===== config.mk =====
export PLATFORM = sky130hd
export DESIGN_NAME = move_scheduler
export DESIGN_NICKNAME = d
export VERILOG_FILES = /design/src/rtl/move_scheduler.sv
export SDC_FILE = /design/constraint.sdc
export NUM_CORES = 1
export LEC_CHECK = 0
export ABC_AREA = 1
export ABC_CLOCK_PERIOD_IN_PS = 2600
export CORE_MARGIN = 2
export CORE_UTILIZATION = 46
export DETAILED_ROUTE_END_ITERATION = 12
export GPL_TIMING_DRIVEN = 0
export PLACE_DENSITY = 0.63
export RECOVER_POWER = 25
export SLEW_MARGIN = 20
export SYNTH_ARGS = -nofsm -noshare
export SYNTH_HDL_FRONTEND = slang
export SYNTH_SLANG_ARGS = --single-unit

===== constraint.sdc =====
create_clock -name clk -period 2.6 [get_ports clk]
set_clock_uncertainty 0.1 [all_clocks]
set_input_delay 0.52 -clock clk [delete_from_list [all_inputs] [get_ports clk]]
set_output_delay 0.52 -clock clk [all_outputs]
set_load 0.005 [all_outputs]

===== src/rtl/move_scheduler.sv =====
// move_scheduler: paces snake moves, captures direction and offers head steps.
// Define MOVE_SCHED_WRAP_EN to make the walls wrap instead of crashing.
module move_scheduler #(
    parameter int GRID_W    = 8,
    parameter int GRID_H    = 8,
    parameter int COORD_W   = 3,
    parameter int TICK_EASY = 25_000_000,
    parameter int TICK_MED  = 12_500_000,
    parameter int TICK_HARD = 6_250_000,
    parameter int START_X   = 2,
    parameter int START_Y   = 4
) (
    input  logic               clk,
    input  logic               rst,
    input  logic               enable,
    input  logic [1:0]         difficulty,
    input  logic               up_button,
    input  logic               right_button,
    input  logic               down_button,
    input  logic               left_button,
    input  logic [COORD_W-1:0] food_x,
    input  logic [COORD_W-1:0] food_y,
    output logic               step_valid,
    input  logic               step_ready,
    output logic [COORD_W-1:0] step_x,
    output logic [COORD_W-1:0] step_y,
    output logic               step_grow,
    output logic [COORD_W-1:0] head_x,
    output logic [COORD_W-1:0] head_y,
    output logic [1:0]         dir,
    output logic               crashed
);

    typedef enum logic [2:0] {
        IDLE,
        WAIT_TICK,
        COMPUTE,
        ISSUE,
        CRASH
    } state_t;

    localparam logic [1:0] DIR_UP    = 2'd0;
    localparam logic [1:0] DIR_RIGHT = 2'd1;
    localparam logic [1:0] DIR_DOWN  = 2'd2;
    localparam logic [1:0] DIR_LEFT  = 2'd3;

    localparam logic [COORD_W:0]   ONE    = (COORD_W+1)'(1);
    localparam logic [COORD_W:0]   X_LIM  = (COORD_W+1)'(GRID_W);
    localparam logic [COORD_W:0]   Y_LIM  = (COORD_W+1)'(GRID_H);
    localparam logic [COORD_W-1:0] X_INIT = COORD_W'(START_X);
    localparam logic [COORD_W-1:0] Y_INIT = COORD_W'(START_Y);
`ifdef MOVE_SCHED_WRAP_EN
    localparam logic [COORD_W-1:0] X_LAST = COORD_W'(GRID_W - 1);
    localparam logic [COORD_W-1:0] Y_LAST = COORD_W'(GRID_H - 1);
`endif

    state_t             state_q, state_d;
    logic [31:0]        period_q, period_d;
    logic [31:0]        cnt_q, cnt_d;
    logic [COORD_W-1:0] head_x_q, head_x_d;
    logic [COORD_W-1:0] head_y_q, head_y_d;
    logic [COORD_W-1:0] step_x_q, step_x_d;
    logic [COORD_W-1:0] step_y_q, step_y_d;
    logic [1:0]         dir_q, dir_d;
    logic [1:0]         pend_q, pend_d;
    logic               valid_q, valid_d;
    logic               grow_q, grow_d;
    logic               crash_q, crash_d;

    logic [COORD_W:0]   hx_w, hy_w;
    logic [COORD_W:0]   cx_w, cy_w;
    logic               at_edge;
    logic               collide;
    logic [COORD_W-1:0] cand_x, cand_y;
    logic [1:0]         btn_dir;
    logic               btn_any;
    logic               take_btn;
    logic [31:0]        tick_sel;

    assign hx_w = {1'b0, head_x_q};
    assign hy_w = {1'b0, head_y_q};

    // One extra bit exposes underflow on the low walls and GRID_* on the high walls.
    always_comb begin
        cx_w    = hx_w;
        cy_w    = hy_w;
        at_edge = 1'b0;
        unique case (pend_q)
            DIR_UP: begin
                cy_w    = hy_w - ONE;
                at_edge = cy_w[COORD_W];
            end
            DIR_RIGHT: begin
                cx_w    = hx_w + ONE;
                at_edge = (cx_w == X_LIM);
            end
            DIR_DOWN: begin
                cy_w    = hy_w + ONE;
                at_edge = (cy_w == Y_LIM);
            end
            DIR_LEFT: begin
                cx_w    = hx_w - ONE;
                at_edge = cx_w[COORD_W];
            end
        endcase
    end

    always_comb begin
        cand_x  = cx_w[COORD_W-1:0];
        cand_y  = cy_w[COORD_W-1:0];
        collide = 1'b0;
`ifdef MOVE_SCHED_WRAP_EN
        if (at_edge) begin
            unique case (pend_q)
                DIR_UP:    cand_y = Y_LAST;
                DIR_RIGHT: cand_x = '0;
                DIR_DOWN:  cand_y = '0;
                DIR_LEFT:  cand_x = X_LAST;
            endcase
        end
`else
        collide = at_edge;
`endif
    end

    always_comb begin
        btn_any = 1'b1;
        btn_dir = DIR_UP;
        if (up_button) begin
            btn_dir = DIR_UP;
        end else if (right_button) begin
            btn_dir = DIR_RIGHT;
        end else if (down_button) begin
            btn_dir = DIR_DOWN;
        end else if (left_button) begin
            btn_dir = DIR_LEFT;
        end else begin
            btn_any = 1'b0;
        end
    end

    // Reversing straight into the neck is never allowed.
    assign take_btn = btn_any
                   && (btn_dir != (dir_q ^ 2'b10))
                   && (state_q != CRASH);

    always_comb begin
        tick_sel = 32'(TICK_EASY);
        unique case (difficulty)
            2'b10:   tick_sel = 32'(TICK_MED);
            2'b11:   tick_sel = 32'(TICK_HARD);
            default: tick_sel = 32'(TICK_EASY);
        endcase
    end

    always_comb begin
        state_d  = state_q;
        period_d = period_q;
        cnt_d    = cnt_q;
        head_x_d = head_x_q;
        head_y_d = head_y_q;
        step_x_d = step_x_q;
        step_y_d = step_y_q;
        dir_d    = dir_q;
        pend_d   = pend_q;
        valid_d  = valid_q;
        grow_d   = grow_q;
        crash_d  = crash_q;

        if (take_btn) begin
            pend_d = btn_dir;
        end

        unique case (state_q)
            IDLE: begin
                if (enable && (difficulty != 2'b00)) begin
                    state_d  = WAIT_TICK;
                    period_d = tick_sel;
                    cnt_d    = '0;
                end
            end
            WAIT_TICK: begin
                if (!enable) begin
                    state_d = IDLE;
                    cnt_d   = '0;
                end else if (cnt_q == period_q - 32'd1) begin
                    state_d = COMPUTE;
                end else begin
                    cnt_d = cnt_q + 32'd1;
                end
            end
            COMPUTE: begin
                dir_d = pend_q;
                if (collide) begin
                    state_d = CRASH;
                    crash_d = 1'b1;
                end else begin
                    state_d  = ISSUE;
                    valid_d  = 1'b1;
                    step_x_d = cand_x;
                    step_y_d = cand_y;
                    grow_d   = (cand_x == food_x) && (cand_y == food_y);
                end
            end
            ISSUE: begin
                if (step_ready) begin
                    valid_d  = 1'b0;
                    head_x_d = step_x_q;
                    head_y_d = step_y_q;
                    cnt_d    = '0;
                    state_d  = enable ? WAIT_TICK : IDLE;
                end
            end
            CRASH: begin
                valid_d = 1'b0;
            end
            default: begin
                state_d = IDLE;
            end
        endcase
    end

    always_ff @(posedge clk) begin
        if (!rst) begin
            state_q  <= IDLE;
            period_q <= 32'(TICK_EASY);
            cnt_q    <= '0;
            head_x_q <= X_INIT;
            head_y_q <= Y_INIT;
            step_x_q <= '0;
            step_y_q <= '0;
            dir_q    <= DIR_RIGHT;
            pend_q   <= DIR_RIGHT;
            valid_q  <= 1'b0;
            grow_q   <= 1'b0;
            crash_q  <= 1'b0;
        end else begin
            state_q  <= state_d;
            period_q <= period_d;
            cnt_q    <= cnt_d;
            head_x_q <= head_x_d;
            head_y_q <= head_y_d;
            step_x_q <= step_x_d;
            step_y_q <= step_y_d;
            dir_q    <= dir_d;
            pend_q   <= pend_d;
            valid_q  <= valid_d;
            grow_q   <= grow_d;
            crash_q  <= crash_d;
        end
    end

    assign step_valid = valid_q;
    assign step_x     = step_x_q;
    assign step_y     = step_y_q;
    assign step_grow  = grow_q;
    assign head_x     = head_x_q;
    assign head_y     = head_y_q;
    assign dir        = dir_q;
    assign crashed    = crash_q;

endmodule


; Word level (Yosys, flattened, before mapping)
; Index checks and enable logic that the tools add are counted.
[word_totals]
reg_bits = 86
in_bits = 16
out_inout_bits = 17
[classes]
addsub = 6
n_eq_ne = 21
mux = 27
bitwise_logic = 3
reduce_logical = 16
[op_table]
columns = op, n
row1 = 2-to-1 mux 32 bit, 4
row2 = case mux 32 bit (3 select lines), 1
row3 = case mux 25 bit (2 select lines), 1
row4 = adder 32 x 1 -> 32 bit (second input constant), 1
row5 = equality test 32 bit, 1
row6 = subtractor 32 x 1 -> 32 bit (second input constant), 1
row7 = 2-to-1 mux 3 bit, 5
row8 = case mux 3 bit (5 select lines), 1
row9 = case mux 3 bit (2 select lines), 2
row10 = != test 3 bit (second input constant), 3
row11 = adder 3 x 1 -> 4 bit (second input constant), 2
row12 = equality test 2 bit (second input constant), 4
row13 = equality test 4 bit (second input constant), 2
row14 = 2-to-1 mux 2 bit, 4
row15 = AND reduction 2 bit, 4
row16 = AND reduction 4 bit, 2
row17 = subtractor 3 x 1 -> 4 bit (second input constant), 2
row18 = 2-to-1 mux 1 bit, 7
row19 = equality test 3 x 2 -> 1 bit (second input constant), 2
row20 = equality test 3 bit, 2
row21 = != test 2 bit (second input constant), 3
row22 = nonzero test 3 bit, 2
row23 = logical AND 1 bit, 4
row24 = case mux 1 bit (4 select lines), 1
row25 = 10 further kinds, 12

; Logic depth before layout (Yosys ltp)
; Gate-level depths: netlist (run 1).
[depth]
word_depth = 7
ltp_mapped = 15
ltp_nobuf = 15

; Least setup slack after synthesis (run 1)
; No wires, ideal clock.
[synth_path]
path_kind = reg2reg
start = register period_q[9]
end = register state_q[0]
setup_time_ps = 132
arrival_time_ps = 1902
required_ps = 2368
path_slack_ps = 465
path_stages_with_launch = 15
path_buffers = 1
synth_period_minus_slack_ps = 2135
path_cell_list = dfxtp_1 -> inv_1 -> ha_1 -> ha_1 -> inv_1 -> nand2_1 -> nand2_1 -> nand2_1 -> nor2_1 -> nand2_1 -> nor2_1 -> nand3_1 -> clkbuf_1 -> a21oi_1 -> a21oi_1
[synth_between]
elab_chain_cells = 4
[synth_rtl]
columns = element, line_no
row1 = from (decl), 58  ; logic [31:0] period_q, period_d;
row2 = from (signal assigned), 226  ; period_q <= 32'(TICK_EASY);
row3 = from (signal assigned), 239  ; period_q <= period_d;
row4 = subtractor 32 x 1 -> 32 bit, 186  ; end else if (cnt_q == period_q - 32'd1) begin
row5 = equality test 32 bit, 186
row6 = != test 3 bit (no line), -
row7 = AND reduction 4 bit (no line), -
row8 = to (signal assigned), 238  ; state_q <= state_d;
row9 = to (decl), 57  ; state_t state_q, state_d;
; Every way passes these cells.
; A chain may end at the register's enable or synchronous reset.

; Final worst setup path (run 1)
[layout_path]
start = register period_q[9]
end = register cnt_q[7]
[layout_between]
elab_chain_cells = 4
[layout_rtl]
columns = element, line_no
row1 = subtractor 32 x 1 -> 32 bit, 186
row2 = equality test 32 bit, 186
row3 = != test 3 bit (no line), -
row4 = AND reduction 4 bit (no line), -
row5 = to (signal assigned), 240  ; cnt_q <= cnt_d;
row6 = to (decl), 59  ; logic [31:0] cnt_q, cnt_d;
; Every way passes these cells.

==> report_table.html, run 1 <==
<table>
<tr><th>Metric</th><th>Value</th></tr>
<tr><th colspan="2">Logic synthesis</th></tr>
<tr><td>Basic-gate share of the synthesized area counting and, or, nand and nor cells</td><td>a little under 40%</td></tr>
<tr><td>Cell accounting for the most synthesized area</td><td>sky130_fd_sc_hd__dfxtp_1</td></tr>
<tr><td>Dominant cell by count in the synthesized netlist</td><td>sky130_fd_sc_hd__nand2_1</td></tr>
<tr><td>Biggest area contributors in the synthesized netlist</td><td>sky130_fd_sc_hd__dfxtp_1 (29%), sky130_fd_sc_hd__nand2_1 (17%), sky130_fd_sc_hd__nand3_1 (7.6%), sky130_fd_sc_hd__inv_1 (7.5%), sky130_fd_sc_hd__nor2_1 (7.5%)</td></tr>
<tr><td>Post-synth top area share</td><td>between 20% and 30%</td></tr>
<tr><td>Mean Syn Cell Area</td><td>between 6 and 7 um2</td></tr>
<tr><td>Proportion of synthesized flip-flops having asynchronous set or reset</td><td>0%</td></tr>
<tr><td>Sequential cell area fraction in the yosys report</td><td>between 20% and 30%</td></tr>
<tr><td>Mux cell area share after synthesis</td><td>0%</td></tr>
<tr><td>Xor-xnor portion of the synthesized cell area</td><td>under 10%</td></tr>
<tr><td>Dominant synthesized flop cell</td><td>sky130_fd_sc_hd__dfxtp_1</td></tr>
<tr><td>Net count after synthesis</td><td>between 700 and 800</td></tr>
<tr><td>Complex-gate fraction of the synthesized area</td><td>between 10 and 15%</td></tr>
<tr><td>Synthesized area</td><td>0.004170 mm2</td></tr>
<tr><td>Post-synth EDFFs</td><td>0</td></tr>
<tr><td>Post-synthesis share of cell area spent on full adders, half adders and majority gates</td><td>around 3.3%</td></tr>
<tr><td>Number of distinct library cells after synthesis</td><td>36</td></tr>
<tr><td>Main combinational cell family by area after synthesis</td><td>simple AND/OR/NAND/NOR gates</td></tr>
<tr><td>Most used standard cells in the synthesized netlist</td><td>sky130_fd_sc_hd__nand2_1 (190), sky130_fd_sc_hd__inv_1 (83), sky130_fd_sc_hd__nor2_1 (83)</td></tr>
<tr><td>Number of synthesized register bits</td><td>60</td></tr>
<tr><td>Warnings from Yosys</td><td>0</td></tr>
<tr><td>Post-Synthesis Cells</td><td>approximately 680</td></tr>
<tr><th colspan="2">Critical path</th></tr>
<tr><td>Worst reg-to-reg setup slack</td><td>between 0.15 and 0.2 ns</td></tr>
<tr><td>Cell-by-cell listing of the critical path</td><td>inv_1 &gt; ha_1 &gt; ha_1 &gt; inv_1 &gt; nand2_1 &gt; nand2_1 &gt; nand2_1 &gt; nor2_1 &gt; nand3_1 &gt; nor2_2 &gt; nand3_2 &gt; nand2_4 &gt; buf_6 &gt; nand2_1 &gt; a21oi_1</td></tr>
<tr><td>Number of buffers and inverters on the critical path</td><td>3</td></tr>
<tr><td>Critical setup path kind</td><td>reg2reg</td></tr>
<tr><td>Max stage delay on crit path</td><td>~0.38 ns</td></tr>
<tr><td>Required time worst endpoint</td><td>around 2.8 ns</td></tr>
<tr><td>Library cell contributing the largest single delay on the critical path</td><td>sky130_fd_sc_hd__dfxtp_4</td></tr>
<tr><td>Arrival time at the worst endpoint</td><td>between 2 and 3 ns</td></tr>
<tr><td>Highest fanout seen on the critical path</td><td>10</td></tr>
<tr><td>Family with the most delay on the worst path</td><td>simple AND/OR/NAND/NOR gates</td></tr>
<tr><td>Library cell appearing most often on the critical path</td><td>sky130_fd_sc_hd__nand2_1</td></tr>
<tr><td>Kind of end point of the critical path</td><td>flip-flop</td></tr>
<tr><td>Kind of launch point of the worst setup path</td><td>flip-flop</td></tr>
<tr><th colspan="2">Final layout</th></tr>
<tr><td>Relative area change from synthesis to final layout</td><td>15.87%</td></tr>
<tr><td>Final nets</td><td>754</td></tr>
<tr><td>Number of fill cells in the layout</td><td>just over 900</td></tr>
<tr><td>Proportion of layout cells with a drive suffix above 1</td><td>between 6 and 7%</td></tr>
<tr><td>ANT cells</td><td>0</td></tr>
<tr><td>Utilization after layout</td><td>between 50% and 60%</td></tr>
<tr><th colspan="2">Floorplanning</th></tr>
<tr><td>Area of the placeable core</td><td>0.008763 mm2</td></tr>
<tr><td>Cell Rows</td><td>34</td></tr>
<tr><td>Number of top-level design ports</td><td>33</td></tr>
<tr><td>Starting Density</td><td>roughly 48%</td></tr>
<tr><td>Width of the chip</td><td>approximately 99 um</td></tr>
<tr><td>Die Y</td><td>about 99 um</td></tr>
<tr><td>Area enclosed by the die boundary</td><td>~0.01 mm2</td></tr>
<tr><th colspan="2">STA</th></tr>
<tr><td>Max Fclk</td><td>about 0.42 GHz</td></tr>
<tr><td>Count of final hold-check violations</td><td>0</td></tr>
<tr><td>Total negative slack</td><td>0 ns</td></tr>
<tr><td>Relative slew slack</td><td>a little over half</td></tr>
<tr><td>Period utilisation layout</td><td>92.46%</td></tr>
<tr><td>Setup WS post-layout</td><td>approximately 0.2 ns</td></tr>
<tr><td>RSZ-0062 raised after global routing</td><td>false</td></tr>
<tr><td>Final setup violation count</td><td>0</td></tr>
<tr><td>Final Critical Period</td><td>approximately 2.4 ns</td></tr>
<tr><td>Max Transition Viols Final</td><td>0</td></tr>
<tr><td>Pin slew with the least headroom to its limit</td><td>roughly 0.71 ns</td></tr>
<tr><th colspan="2">Clock network</th></tr>
<tr><td>CTS tree</td><td>yes</td></tr>
<tr><td>Clock Pin Slew Worst Setup and Hold Paths</td><td>0.07 ns</td></tr>
<tr><td>Cts bufs inserted</td><td>9</td></tr>
<tr><td>Count of clock tree sinks</td><td>60</td></tr>
<tr><td>Clock Tree Buf Depth</td><td>2</td></tr>
<tr><td>Worst-skew pair later-pin latency</td><td>0.35 ns</td></tr>
<tr><td>H-tree depth</td><td>3</td></tr>
<tr><td>Clk Tree Root Cell</td><td>sky130_fd_sc_hd__clkbuf_8</td></tr>
<tr><th colspan="2">Placed design</th></tr>
<tr><td>Worst-case setup slack after placement</td><td>-0.04010 ns</td></tr>
<tr><td>Routability Congestion</td><td>0.9532</td></tr>
<tr><td>Number of buffers added on ports</td><td>32</td></tr>
<tr><td>Final HPWL DP</td><td>slightly below 10 mm</td></tr>
<tr><th colspan="2">Global route</th></tr>
<tr><td>GRT Total Usage</td><td>26.53%</td></tr>
<tr><td>Vias in the first global route</td><td>4037</td></tr>
<tr><td>Initial antenna violation count</td><td>0</td></tr>
<tr><td>Largest net degree at the start of global routing</td><td>11</td></tr>
<tr><td>First-pass GRT wire length</td><td>20.57 mm</td></tr>
<tr><td>GRT overflow</td><td>0</td></tr>
<tr><th colspan="2">Route</th></tr>
<tr><td>Wire length after detailed routing</td><td>12.54 mm</td></tr>
<tr><td>Initial DRT Pass Iterations</td><td>5</td></tr>
<tr><td>Wire length per cell</td><td>between 10 and 15 um</td></tr>
<tr><td>Remaining antenna violation count</td><td>0</td></tr>
<tr><td>Count of unresolved DRC violations after routing</td><td>0</td></tr>
<tr><td>Via Count</td><td>~4500</td></tr>
<tr><td>Via density per instance</td><td>between 5 and 6</td></tr>
<tr><td>Iteration-0 DRC count of the detailed router</td><td>roughly 270</td></tr>
<tr><th colspan="2">Pwr</th></tr>
<tr><td>Power per unit of standard cell area</td><td>approximately 460 mW/mm2</td></tr>
<tr><td>Max VDD drop</td><td>between 0.2 and 0.3 mV</td></tr>
<tr><td>Leak Pwr</td><td>1.986 nW</td></tr>
<tr><th colspan="2">Min path</th></tr>
<tr><td>HP Class</td><td>reg2reg</td></tr>
<tr><th colspan="2">Run status</th></tr>
<tr><td>Status</td><td>finished clean</td></tr>
<tr><th colspan="2">Job</th></tr>
<tr><td>Max capacitance violation total</td><td>0</td></tr>
</table>
area by class of cell:
type / count / area, um2 / area share (%)
repair buffers: 34 / 335.3 / 6.939
inverters: 86 / 322.8 / 6.680
multi-input cells: 516 / 2546 / 52.69
flip-flops and latches: 60 / 1207 / 24.99
plain buffers: 20 / 115.1 / 2.382
clock buffers: 12 / 145.1 / 3.004
clock inverters: 4 / 25.02 / 0.5179
well taps: 108 / 135.1 / 2.796
registers in the layout, indices dropped and copies added, names as in the netlist:
signal      cells
cnt_q          32
period_q        6
head_x          3
head_y          3
state_q         3
step_x          3
step_y          3
dir             2
pend_q          2
crashed         1
step_grow       1
step_valid      1
worst register-to-register path, stage by stage, from the launching register on:
cell and delay [ns]:
sky130_fd_sc_hd__dfxtp_4 0.38, sky130_fd_sc_hd__inv_1 0.08, sky130_fd_sc_hd__ha_1 0.25, sky130_fd_sc_hd__ha_1 0.32, sky130_fd_sc_hd__inv_1 0.06, sky130_fd_sc_hd__nand2_1 0.04
sky130_fd_sc_hd__nand2_1 0.08, sky130_fd_sc_hd__nand2_1 0.06, sky130_fd_sc_hd__nor2_1 0.11, sky130_fd_sc_hd__nand3_1 0.10, sky130_fd_sc_hd__nor2_2 0.12, sky130_fd_sc_hd__nand3_2 0.16
sky130_fd_sc_hd__nand2_4 0.13, sky130_fd_sc_hd__buf_6 0.15, sky130_fd_sc_hd__nand2_1 0.07, sky130_fd_sc_hd__a21oi_1 0.12
worst paths after layout:
check,endpoint,from,depth (start not counted)
min reg2reg,crashed$_SDFFE_PN0P_,crashed$_SDFFE_PN0P_,2
max,cnt_q[7]$_SDFFE_PN0P_,period_q[9]$_SDFFE_PN0P_,15
min,crashed$_SDFFE_PN0P_,crashed$_SDFFE_PN0P_,2
max reg2reg,cnt_q[7]$_SDFFE_PN0P_,period_q[9]$_SDFFE_PN0P_,15
routing by layer:
metal	global-route usage, %	vias to the layer above	share of wire, %
li1	-	2281	-
met1	40.16	2072	51
met2	38.98	127	42
met3	4.076	13	5.8
met4	7.376	0	1.3
met5	0	-	0
placed cells by master (no fill, tap or decap), types with 11 or more instances in the layout:
master                            netlist  routed
sky130_fd_sc_hd__nand2_1              190     190
sky130_fd_sc_hd__ha_1                  11      11
sky130_fd_sc_hd__a21oi_1               61      60
sky130_fd_sc_hd__nand3_1               63      63
sky130_fd_sc_hd__o21ai_0               29      29
sky130_fd_sc_hd__xor2_1                20      20
sky130_fd_sc_hd__clkdlybuf4s50_1        0      17
sky130_fd_sc_hd__nand4_1               13      13
sky130_fd_sc_hd__dfxtp_1               60      57
sky130_fd_sc_hd__dlygate4sd3_1          0      15
sky130_fd_sc_hd__inv_1                 83      83
sky130_fd_sc_hd__nor2_1                83      82
sky130_fd_sc_hd__nor3_1                11      11
logic make-up (layout without fill, tap and decap cells):
family                     Yosys count  in the layout
AOI/OAI and AO/OA                   99             99
DFF                                 60             60
xor gates and xnor gates            26             26
adders and majority gates           11             11
and+or+nand+nor                    380            380
buffers and inverters              106            156
per-stage QoR:
stage / instances / hold WS, ns / total power [mW] / area [um2]
2_1_floorplan: 682 / 0.3466 / 1.324 / 4170
3_3_place_gp: 822 / 0.3437 / 1.464 / 4626
3_5_place_dp: 822 / 0.3439 / 1.473 / 4626
4_1_cts: 838 / 0.3580 / 2.220 / 4798
5_1_grt: 840 / 0.3843 / 2.324 / 4832
6_report: 840 / 0.3501 / 2.213 / 4832
power breakdown:
part | switching [mW] | internal [mW] | leakage (nW)
clock network | 0.387 | 0.369 | 0.0824
logic | 0.304 | 0.172 | 1.42
registers | 0.0326 | 0.947 | 0.487
what timing repair did:
item                                    4_1_cts  5_1_grt
endpoints found under the setup margin       31       35
buffers inserted                              0        2
hold buffers                                  0        0
resized for setup                             2       11
pin swaps                                     0        1
(Power assumes the default switching activity.)
==> run 2: changes to the inputs <==
--- a/config.mk
+++ b/config.mk
@@ -11,6 +11,7 @@
 export CORE_UTILIZATION = 46
 export DETAILED_ROUTE_END_ITERATION = 12
 export GPL_TIMING_DRIVEN = 0
+export MAX_ROUTING_LAYER = met4
 export PLACE_DENSITY = 0.63
 export RECOVER_POWER = 25
 export SLEW_MARGIN = 20
==> run 2 against run 1 <==
  * Cell area rose by 4.1%
  * Flip-flop and latch count did not move
  * Global-route usage rose by 0.46 points
  * First-iteration DRC count rose by 29%
  * Non-clock buffer count rose by 6
  * Largest cell class unchanged
  * Die area did not move
  * Combinational power rose by 22%
  * Maximum frequency fell by 0.85%
  * Worst setup slack got worse by 0.021 ns
  * Via count fell by 0.67%
  * Hold slack improved by 0.0033 ns
==> report_table.html, run 2 (synthesis results as in run 1) <==
<table>
<tr><th>Metric</th><th>Value</th></tr>
<tr><th colspan="2">Placed design</th></tr>
<tr><td>Number of buffers added on ports</td><td>32</td></tr>
<tr><td>Final HPWL DP</td><td>9.756 mm</td></tr>
<tr><td>Routability Congestion</td><td>around 0.96</td></tr>
<tr><th colspan="2">Pwr</th></tr>
<tr><td>Total Power Consumption</td><td>approximately 2.6 mW</td></tr>
<tr><td>Max VDD drop</td><td>approximately 0.35 mV</td></tr>
<tr><td>Power per unit of standard cell area</td><td>around 510 mW/mm2</td></tr>
<tr><td>Leak Pwr</td><td>2.066 nW</td></tr>
<tr><th colspan="2">Final layout</th></tr>
<tr><td>Proportion of layout cells with a drive suffix above 1</td><td>under 10%</td></tr>
<tr><td>ANT cells</td><td>0</td></tr>
<tr><td>Relative area change from synthesis to final layout</td><td>20.67%</td></tr>
<tr><td>Register with the most flip-flops</td><td>cnt_q</td></tr>
<tr><td>Registers with the highest flip-flop counts</td><td>cnt_q x32, period_q x6</td></tr>
<tr><td>Most used cells in the layout excluding fill and tap cells</td><td>sky130_fd_sc_hd__nand2_1 (190), sky130_fd_sc_hd__inv_1 (83), sky130_fd_sc_hd__nor2_1 (81)</td></tr>
<tr><td>Area taken by flip-flops and latches</td><td>between 0.001 and 0.0015 mm2</td></tr>
<tr><td>Flip-flop count of the largest register, all copies and words added</td><td>32</td></tr>
<tr><td>Most common cell after layout, fill and taps aside</td><td>sky130_fd_sc_hd__nand2_1</td></tr>
<tr><td>Final nets</td><td>760</td></tr>
<tr><td>Multi-input gate area in the final layout</td><td>around 0.0026 mm2</td></tr>
<tr><td>Number of fill cells in the layout</td><td>around 880</td></tr>
<tr><th colspan="2">Floorplanning</th></tr>
<tr><td>Cell Rows</td><td>34</td></tr>
<tr><td>Die Y</td><td>99.22 um</td></tr>
<tr><td>Area enclosed by the die boundary</td><td>about 0.0098 mm2</td></tr>
<tr><td>Width of the chip</td><td>99.22 um</td></tr>
<tr><td>Area of the placeable core</td><td>about 0.0088 mm2</td></tr>
<tr><td>Number of top-level design ports</td><td>33</td></tr>
<tr><td>Starting Density</td><td>between 40% and 50%</td></tr>
<tr><th colspan="2">STA</th></tr>
<tr><td>Count of final hold-check violations</td><td>0</td></tr>
<tr><td>Max Fclk</td><td>0.4124 GHz</td></tr>
<tr><td>Final Critical Period</td><td>2.425 ns</td></tr>
<tr><td>Final setup violation count</td><td>0</td></tr>
<tr><td>Relative slew slack</td><td>roughly 54%</td></tr>
<tr><td>Max Transition Viols Final</td><td>0</td></tr>
<tr><td>Period utilisation layout</td><td>between 90% and 100%</td></tr>
<tr><td>Pin slew with the least headroom to its limit</td><td>around 0.7 ns</td></tr>
<tr><td>Total negative slack</td><td>0 ns</td></tr>
<tr><td>Final Hold Slack</td><td>~0.35 ns</td></tr>
<tr><th colspan="2">Critical path</th></tr>
<tr><td>Required time worst endpoint</td><td>approximately 2.8 ns</td></tr>
<tr><td>Kind of end point of the critical path</td><td>flip-flop</td></tr>
<tr><td>Arrival time at the worst endpoint</td><td>2.60 ns</td></tr>
<tr><td>Critical setup path kind</td><td>reg2reg</td></tr>
<tr><td>Kind of launch point of the worst setup path</td><td>flip-flop</td></tr>
<tr><td>Highest fanout seen on the critical path</td><td>8</td></tr>
<tr><th colspan="2">Global route</th></tr>
<tr><td>GRT Total Usage</td><td>a little over a quarter</td></tr>
<tr><td>Vias in the first global route</td><td>roughly 3900</td></tr>
<tr><td>Initial antenna violation count</td><td>0</td></tr>
<tr><td>First-pass GRT wire length</td><td>~20 mm</td></tr>
<tr><td>GRT overflow</td><td>0</td></tr>
<tr><td>Largest net degree at the start of global routing</td><td>12</td></tr>
<tr><th colspan="2">Clock network</th></tr>
<tr><td>Clk Tree Root Cell</td><td>sky130_fd_sc_hd__clkbuf_8</td></tr>
<tr><td>Cts bufs inserted</td><td>9</td></tr>
<tr><td>Count of clock tree sinks</td><td>60</td></tr>
<tr><td>Clock Pin Slew Worst Setup and Hold Paths</td><td>0.08 ns</td></tr>
<tr><td>Worst-skew pair later-pin latency</td><td>between 0.3 and 0.4 ns</td></tr>
<tr><td>Clock Tree Buf Depth</td><td>2</td></tr>
<tr><td>Hold_buf cts</td><td>0</td></tr>
<tr><td>CTS tree</td><td>yes</td></tr>
<tr><td>H-tree depth</td><td>3</td></tr>
<tr><th colspan="2">Route</th></tr>
<tr><td>Via density per instance</td><td>around 5.3</td></tr>
<tr><td>Wire length per cell</td><td>roughly 15 um</td></tr>
<tr><td>Iteration-0 DRC count of the detailed router</td><td>~350</td></tr>
<tr><td>Wire length after detailed routing</td><td>~13 mm</td></tr>
<tr><td>Initial DRT Pass Iterations</td><td>5</td></tr>
<tr><td>Via Count</td><td>~4500</td></tr>
<tr><td>Remaining antenna violation count</td><td>0</td></tr>
<tr><td>Count of unresolved DRC violations after routing</td><td>0</td></tr>
<tr><th colspan="2">Job</th></tr>
<tr><td>Max capacitance violation total</td><td>0</td></tr>
<tr><th colspan="2">Run status</th></tr>
<tr><td>Status</td><td>finished clean</td></tr>
<tr><th colspan="2">Min path</th></tr>
<tr><td>HP Class</td><td>reg2reg</td></tr>
</table>
run 2: changes by cell type in the layout (fill, tap and decap cells not counted), moves of 2 or more:
cell                        before  now
sky130_fd_sc_hd__bufinv_16       0    2
sky130_fd_sc_hd__a21oi_2         1    4
sky130_fd_sc_hd__buf_6           4    0
sky130_fd_sc_hd__a21oi_1        60   57
sky130_fd_sc_hd__buf_4           2    5
sky130_fd_sc_hd__buf_8           0    3
sky130_fd_sc_hd__clkbuf_16       0    3
sky130_fd_sc_hd__clkinv_2        2    0
run 2: critical path, cell delays in order, from the launching register on:
cell and delay, ns:
sky130_fd_sc_hd__dfxtp_2 0.37, sky130_fd_sc_hd__inv_4 0.07, sky130_fd_sc_hd__ha_2 0.20, sky130_fd_sc_hd__ha_1 0.30
sky130_fd_sc_hd__inv_1 0.06, sky130_fd_sc_hd__nand2_1 0.05, sky130_fd_sc_hd__nand2_1 0.08, sky130_fd_sc_hd__nand2_1 0.07
sky130_fd_sc_hd__nor2_2 0.09, sky130_fd_sc_hd__nand3_1 0.08, sky130_fd_sc_hd__nor2_2 0.20, sky130_fd_sc_hd__nand3_4 0.15
sky130_fd_sc_hd__nand2_8 0.16, sky130_fd_sc_hd__buf_8 0.13, sky130_fd_sc_hd__nand2_1 0.08, sky130_fd_sc_hd__a21oi_2 0.15
run 2: path summary, 6_finish.rpt:
path	startpoint	end	slack (ns)	cells after the start
min reg2reg	crashed$_SDFFE_PN0P_	crashed$_SDFFE_PN0P_	0.35	2
min	crashed$_SDFFE_PN0P_	crashed$_SDFFE_PN0P_	0.35	2
max reg2reg	period_q[23]$_SDFFE_PN0P_	cnt_q[13]$_SDFFE_PN0P_	0.18	15
max	period_q[23]$_SDFFE_PN0P_	cnt_q[13]$_SDFFE_PN0P_	0.18	15
run 2: power breakdown:
group	internal [mW]	switching, mW	total, mW
registers	0.947	0.0307	0.977
clock network	0.594	0.406	0.999
logic	0.246	0.335	0.581
total	1.79	0.771	2.56
run 2: what timing repair did:
action | in CTS | in global routing
endpoints found under the setup margin | 31 | 36
buffers inserted | 0 | 5
gates cloned | 0 | 3
resized for setup | 2 | 16
pin swaps | 1 | 4
run 2: layout make-up:
type	instances	share of cell area, %
Inverter	86	6.464
Tap cell	108	2.685
Buffer	20	2.362
Clock inverter	5	1.666
Timing Repair Buffer	40	8.603
Multi-Input combinational cell	516	51.24
Clock buffer	11	3.008
Sequential cell	60	23.97
run 2: metal layers:
metal  up-vias  wire (um)  share of wire (%)  track usage (%)
met3        12        691                5.4            3.795
met5         -          0                  0                -
met4         0        141                1.1            6.006
li1       2288          -                  -                -
met1      2042       6407                 50            40.43
met2       121       5564                 43            38.46
run 2: per-stage QoR:
| step | std cells | setup WS (ns) | utilization, % | instance area, um2 |
|---|---|---|---|---|
| final | 846 | 0.1754 | 57.42 | 5032 |
| after global routing | 846 | -0.01896 | 57.42 | 5032 |
| after CTS | 838 | 0.02170 | 55.50 | 4863 |
| after detailed placement | 822 | -0.04708 | 52.78 | 4626 |
| after global placement | 822 | -0.04895 | 52.78 | 4626 |
| after floorplan | 682 | 0.4652 | - | 4170 |
